`config.mk`:
```
export PLATFORM = sky130hd
export DESIGN_NAME = serial_subtractor4
export DESIGN_NICKNAME = d
export VERILOG_FILES = /design/src/rtl/arith_pkg.sv /design/src/rtl/fullsubtractor.sv /design/src/rtl/serial_subtractor4.sv
export SDC_FILE = /design/constraint.sdc
export NUM_CORES = 1
export LEC_CHECK = 0
export BUFFER_PORTS_ARGS = -buffer_cell sky130_fd_sc_hd__buf_2
export CAP_MARGIN = 20
export CORE_MARGIN = 5
export CORE_UTILIZATION = 48
export DETAILED_ROUTE_END_ITERATION = 6
export PLACE_DENSITY = 0.83
export SKIP_CTS_REPAIR_TIMING = 1
export SLEW_MARGIN = 20
export SYNTH_ARGS = -nofsm -noshare
export SYNTH_HDL_FRONTEND = slang
export SYNTH_HIERARCHICAL = 1
export SYNTH_SLANG_ARGS = --single-unit
```
`constraint.sdc`:
```
create_clock -name clk -period 1.35 [get_ports clk]
set_input_delay 0.27 -clock clk [delete_from_list [all_inputs] [get_ports clk]]
set_output_delay 0.27 -clock clk [all_outputs]
set_load 0.02 [all_outputs]
```
`src/rtl/arith_pkg.sv`:
```
// Shared constants for the arithmetic lab blocks: FSM state encoding and default width.
package arith_pkg;
  typedef logic [1:0] state_t;

  localparam state_t S_IDLE = 2'd0;
  localparam state_t S_RUN  = 2'd1;
  localparam state_t S_DONE = 2'd2;

  localparam int ARITH_W = 4;
endpackage

```
`src/rtl/fullsubtractor.sv`:
```
// Single-bit full subtractor, gate level, same cell style as the full adder.
module fullsubtractor (
  input  wire A,
  input  wire B,
  input  wire Bi,
  output wire D,
  output wire Bo
);
  wire axb, na, nxb, t_ab, t_bi;

  xor g_x0 (axb, A, B);
  xor g_x1 (D, axb, Bi);
  not g_n0 (na, A);
  and g_a0 (t_ab, na, B);
  // Equal operand bits pass the incoming borrow straight through.
  not g_n1 (nxb, axb);
  and g_a1 (t_bi, nxb, Bi);
  or  g_o0 (Bo, t_ab, t_bi);
endmodule

```
`src/rtl/serial_subtractor4.sv`:
```
// Bit-serial ripple-borrow subtractor: D = A - B, LSB first, one bit per clock,
// with a start/done handshake and registered results.
module serial_subtractor4
  import arith_pkg::*;
#(
  parameter int WIDTH = ARITH_W
) (
  input  logic             clk,
  input  logic             rst,
  input  logic             start,
  input  logic [WIDTH-1:0] A,
  input  logic [WIDTH-1:0] B,
  output logic             busy,
  output logic             done,
  output logic [WIDTH-1:0] D,
  output logic             Bo
);
  localparam int CNT_W = (WIDTH > 1) ? $clog2(WIDTH) : 1;
  localparam logic [CNT_W-1:0] LAST = CNT_W'(WIDTH - 1);

  state_t           state_q, state_d;
  logic [WIDTH-1:0] ra_q, ra_d, rb_q, rb_d, rd_q, rd_d, d_q, d_d;
  logic             br_q, br_d, bo_q, bo_d;
  logic [CNT_W-1:0] cnt_q, cnt_d;

  logic bit_d, bit_bo;
  logic last_bit;

  fullsubtractor u_fs (
    .A  (ra_q[0]),
    .B  (rb_q[0]),
    .Bi (br_q),
    .D  (bit_d),
    .Bo (bit_bo)
  );

  assign last_bit = (cnt_q == LAST);

  always_ff @(posedge clk or posedge rst) begin
    if (rst) begin
      state_q <= S_IDLE;
      ra_q    <= '0;
      rb_q    <= '0;
      rd_q    <= '0;
      br_q    <= 1'b0;
      cnt_q   <= '0;
      d_q     <= '0;
      bo_q    <= 1'b0;
    end else begin
      state_q <= state_d;
      ra_q    <= ra_d;
      rb_q    <= rb_d;
      rd_q    <= rd_d;
      br_q    <= br_d;
      cnt_q   <= cnt_d;
      d_q     <= d_d;
      bo_q    <= bo_d;
    end
  end

  always_comb begin
    state_d = state_q;
    case (state_q)
      S_IDLE:  if (start) state_d = S_RUN;
      S_RUN:   if (last_bit) state_d = S_DONE;
      S_DONE:  state_d = S_IDLE;
      default: state_d = S_IDLE;
    endcase
  end

  always_comb begin
    ra_d  = ra_q;
    rb_d  = rb_q;
    rd_d  = rd_q;
    br_d  = br_q;
    cnt_d = cnt_q;
    d_d   = d_q;
    bo_d  = bo_q;
    if (state_q == S_IDLE && start) begin
      ra_d  = A;
      rb_d  = B;
      rd_d  = '0;
      br_d  = 1'b0;
      cnt_d = '0;
    end else if (state_q == S_RUN) begin
      ra_d  = {1'b0, ra_q[WIDTH-1:1]};
      rb_d  = {1'b0, rb_q[WIDTH-1:1]};
      rd_d  = {bit_d, rd_q[WIDTH-1:1]};
      br_d  = bit_bo;
      cnt_d = cnt_q + 1'b1;
      // Publish on the edge into DONE so D/Bo are already stable while done is high.
      if (last_bit) begin
        d_d  = {bit_d, rd_q[WIDTH-1:1]};
        bo_d = bit_bo;
      end
    end
  end

  always_comb begin
    busy = (state_q == S_RUN) || (state_q == S_DONE);
    done = (state_q == S_DONE);
    D    = d_q;
    Bo   = bo_q;
  end
endmodule
```
==> reports/qor.tcl <==
set qor(finalCriticalPeriod_ns) 1.503
set qor(worst-endpoint-required_ns) 1.08
set qor(cp_arrival_ns) 1.23
set qor(ant_nets) 0
set qor(ctsHtreeMaxLevel) 1
set qor(critPathMaxFanout) 3
set qor(failed_checks) {negative hold slack, negative setup slack}
set qor(pre_cts_ws_ns) -0.06167
set qor(syn_nets) 104
set qor(stdcell_count) 141
set qor(timing.critical_path.depth) 4
set qor(vdd.ir_drop.worst_v) 0.002078
set qor(port_buffers) 17
set qor(synthToLayoutAreaGrowth_pct) 22.59
set qor(detail_route.drc_violations) 0
set qor(drive_gt1_frac) 0.3982
set qor(detailedPlacementHpwl_mm) 1.203
set qor(reg2reg_depth) 5
set qor(route.detailed.vias_per_inst) 4.702
set qor(power.switching_fraction) 0.3802
set qor(final_antenna_diode_count) 0
set qor(nets) 131
set qor(post_synthesis_cell_area_um2) 1052
set qor(floorplan_die_height_um) 56.82
set qor(combinational_family_with_the_most_area_after_synthesis) {multiplexers}
set qor(route.met3.wl_um) 103
set qor(filler_cell_count) 171
set qor(synth_area_in_xor_xnor) 0.008323
set qor(finish.instance_area_um2) 1290
set qor(highest-signal-layer) {met3}
set qor(worst-slew-pin-transition_ns) 0.2634
set qor(hold_violations) 21
set qor(pin_count_of_the_biggest_net_entering_global_routing) 23
set qor(timing.critical_path.buf_inv) 3
set qor(met2_routed_length_um) 857
set qor(max_cap_violations) 0
set qor(synth_cells) 87
set qor(hold_class) {input port to async pin}
set qor(routed-via-count) 663
set qor(path_clk_slew_ns) 0.11
set qor(final.period_utilization) 1.113
set qor(path_delay_family) {flip-flops}
set qor(clock_skew_ns) 0.001571
set qor(first_iteration_detailed_routing_drc_count) 3
set qor(power.internal_w) 0.001950
set qor(cts.sinks) 21
set qor(run_status) {finished with violations}
set qor(post_synth.cell_area_avg_um2) 12.09
set qor(yosys-mux-area-fraction) 0.1867
set qor(core_area_um2) 2148
set qor(setup_violations) 8
set qor(layout.cells.most_common) {sky130_fd_sc_hd__dfrtp_1}
set qor(globalRouteOverflowTotal) 0
set qor(number_of_antenna_violations_at_the_first_check_in_global_routing) 0
set qor(end_kind) {primary output}
set qor(core.rowCount) 17
set qor(cts.root.buffer_cell) {sky130_fd_sc_hd__clkbuf_4}
set qor(synth_adder_area_share) 0.07848
set qor(most-common-layout-cells) {sky130_fd_sc_hd__dfrtp_1 (21), sky130_fd_sc_hd__buf_2 (15), sky130_fd_sc_hd__mux2i_1 (11)}
set qor(dpl.cell_count) 134
set qor(power.density_cell_area_nw_per_um2) 2438
set qor(cpMostUsedCell) {sky130_fd_sc_hd__buf_6}
set qor(whs_ns) -0.02506
set qor(synth_compound_area_frac) 0.05470
set qor(seq_area_um2) 525.5
set qor(clock_latency_ns) 0.30
set qor(die_width_um) 56.82
set qor(clock.fmax_ghz) 0.6652
set qor(tritoncts) {done}
set qor(gp_routability_congestion) 0.7657
set qor(power.clock.fraction) 0.093
set qor(number_of_global_route_vias_before_repair) 661
set qor(power_frac_seq) 0.345
set qor(start_util) 0.4898
set qor(detail_route.wl_per_cell_um) 11.99
set qor(setup_ws_ns) -0.1532
set qor(worstPathCellList) {inv_2 > buf_6 > ha_4 > buf_6}
set qor(synth_simple_gate_area_frac) 0.1082
set qor(pwr-share-comb) 0.562
set qor(clock_path_buffers) 2
set qor(ys_types) 22
set qor(synth_warnings) 6
set qor(fp.dieArea_um2) 3229
set qor(postPlaceCellArea_um2) 1191
set qor(multiInputGateArea_um2) 500.5
set qor(finalMaxSlewViolations) 0
set qor(dr.pass1.iters) 4
set qor(ys_seq_elements) 21
set qor(power.leakage_nw) 0.6477
set qor(synth-seq-area-share) 0.4994
set qor(total_switching_power_w) 0.001196
set qor(maxSlewHeadroom) 0.8244
set qor(wirelength_met1_um) 730
set qor(grt_use_total) 0.1077
set qor(critical-path-max-stage-delay_ns) 0.45
set qor(cts-buffers-inserted) 3
set qor(grt_first_pass_wirelength_mm) 2.794
set qor(crit_path_top_delay_cell) {sky130_fd_sc_hd__dfrtp_1}
set qor(pin_count) 18
set qor(grt_setup_unrepaired) {true}
set qor(criticalPathCategory) {flip-flop to primary output}
set qor(totalWireLength_mm) 1.691
set qor(worst_setup_path_start_kind) {flip-flop}
[final cells by class]
| class | instances | share of cell area |
|---|---|---|
| flip-flops and latches | 21 | 0.4074 |
| multi-input cells | 55 | 0.3880 |
| repair buffers | 26 | 0.1368 |
| well taps | 28 | 0.02716 |
| clock buffers | 4 | 0.02037 |
| inverters | 7 | 0.02037 |
[cell usage after synthesis]
| master | instances | area [µm²] |
|---|---|---|
| sky130_fd_sc_hd__inv_1 | 7 | 26.28 |
| sky130_fd_sc_hd__nand2_4 | 1 | 11.26 |
| sky130_fd_sc_hd__buf_8 | 1 | 15.01 |
| sky130_fd_sc_hd__a21oi_1 | 1 | 5.000 |
| sky130_fd_sc_hd__buf_6 | 1 | 11.26 |
| sky130_fd_sc_hd__mux2_4 | 5 | 75.07 |
| sky130_fd_sc_hd__fa_1 | 1 | 20.02 |
| sky130_fd_sc_hd__nand2_1 | 8 | 30.03 |
| sky130_fd_sc_hd__buf_4 | 2 | 15.01 |
| sky130_fd_sc_hd__nor2_8 | 1 | 20.02 |
| sky130_fd_sc_hd__nor2_1 | 6 | 22.52 |
| sky130_fd_sc_hd__o21ai_1 | 7 | 35.03 |
| sky130_fd_sc_hd__xnor2_1 | 1 | 8.760 |
| sky130_fd_sc_hd__o21a_1 | 1 | 7.510 |
| sky130_fd_sc_hd__mux2_2 | 1 | 11.26 |
| sky130_fd_sc_hd__nor2b_2 | 1 | 8.760 |
| sky130_fd_sc_hd__dfrtp_1 | 21 | 525.5 |
| sky130_fd_sc_hd__and2_4 | 1 | 8.760 |
| sky130_fd_sc_hd__ha_1 | 5 | 62.56 |
| sky130_fd_sc_hd__mux2i_1 | 11 | 110.1 |
| sky130_fd_sc_hd__o21ai_0 | 2 | 10.01 |
| sky130_fd_sc_hd__nand2b_1 | 2 | 12.51 |
[power by group through the flow]
stage	clock (W)	sequential [W]	combinational (W)
2_1_floorplan	0	0.00114	0.00122
3_3_place_gp	0	0.00108	0.00148
3_5_place_dp	0	0.00110	0.00154
4_1_cts	0.000309	0.00109	0.00155
5_1_grt	0.000340	0.00112	0.00196
6_report	0.000292	0.00108	0.00177
[worst paths after layout]
path / start / to / slack, ns
min: rst / D[1] / -0.03
min reg2reg: D[2] / D[2] / 0.52
max in group asynchronous: rst / D[3] / 1.16
min in group clk: A[3] / ra_q[3] / 0.17
max: state_q[0] / done / -0.15
max reg2reg: state_q[0] / D[1] / -0.07
[stage by stage]
| step | utilization | hold slack, ns | power (W) | TNS (ns) |
|---|---|---|---|---|
| finish | 0.6005 | -0.02506 | 0.003146 | -0.6587 |
| CTS | 0.5667 | -0.01899 | 0.002946 | -0.7396 |
| floorplan | - | 0.2465 | 0.002359 | 0 |
| global route | 0.6005 | 0.0008611 | 0.003420 | -0.9996 |
| detailed placement | 0.5545 | 0.3200 | 0.002639 | -0.2774 |
| global placement | 0.5545 | 0.3111 | 0.002563 | 0 |
[flip-flops by register name, summed over array words and instances (netlist names)]
name / count
D: 4
ra_q: 4
rb_q: 4
rd_q: 3
cnt_q: 2
state_q: 2
Bo: 1
br_q: 1
[kinds of logic after synthesis]
kind of cell / count (synthesis)
adders and majority gates: 6
buffers and inverters: 11
and+or+nand+nor: 20
muxes: 17
AOI/OAI and AO/OA: 11
DFF: 21
xor gates and xnor gates: 1
[metal layers]
metal / global-route usage / vias to the layer above
met1: 0.1314 / 312
met5: 0 / -
met3: 0.04138 / 0
met2: 0.1815 / 15
li1: - / 336
met4: 0.01987 / 0
[worst min-delay path: cells and delay by family]
family	cells	cell delay (ns)
buffers and inverters	3	0.39
No activity file was read; power rests on OpenSTA's default activity.
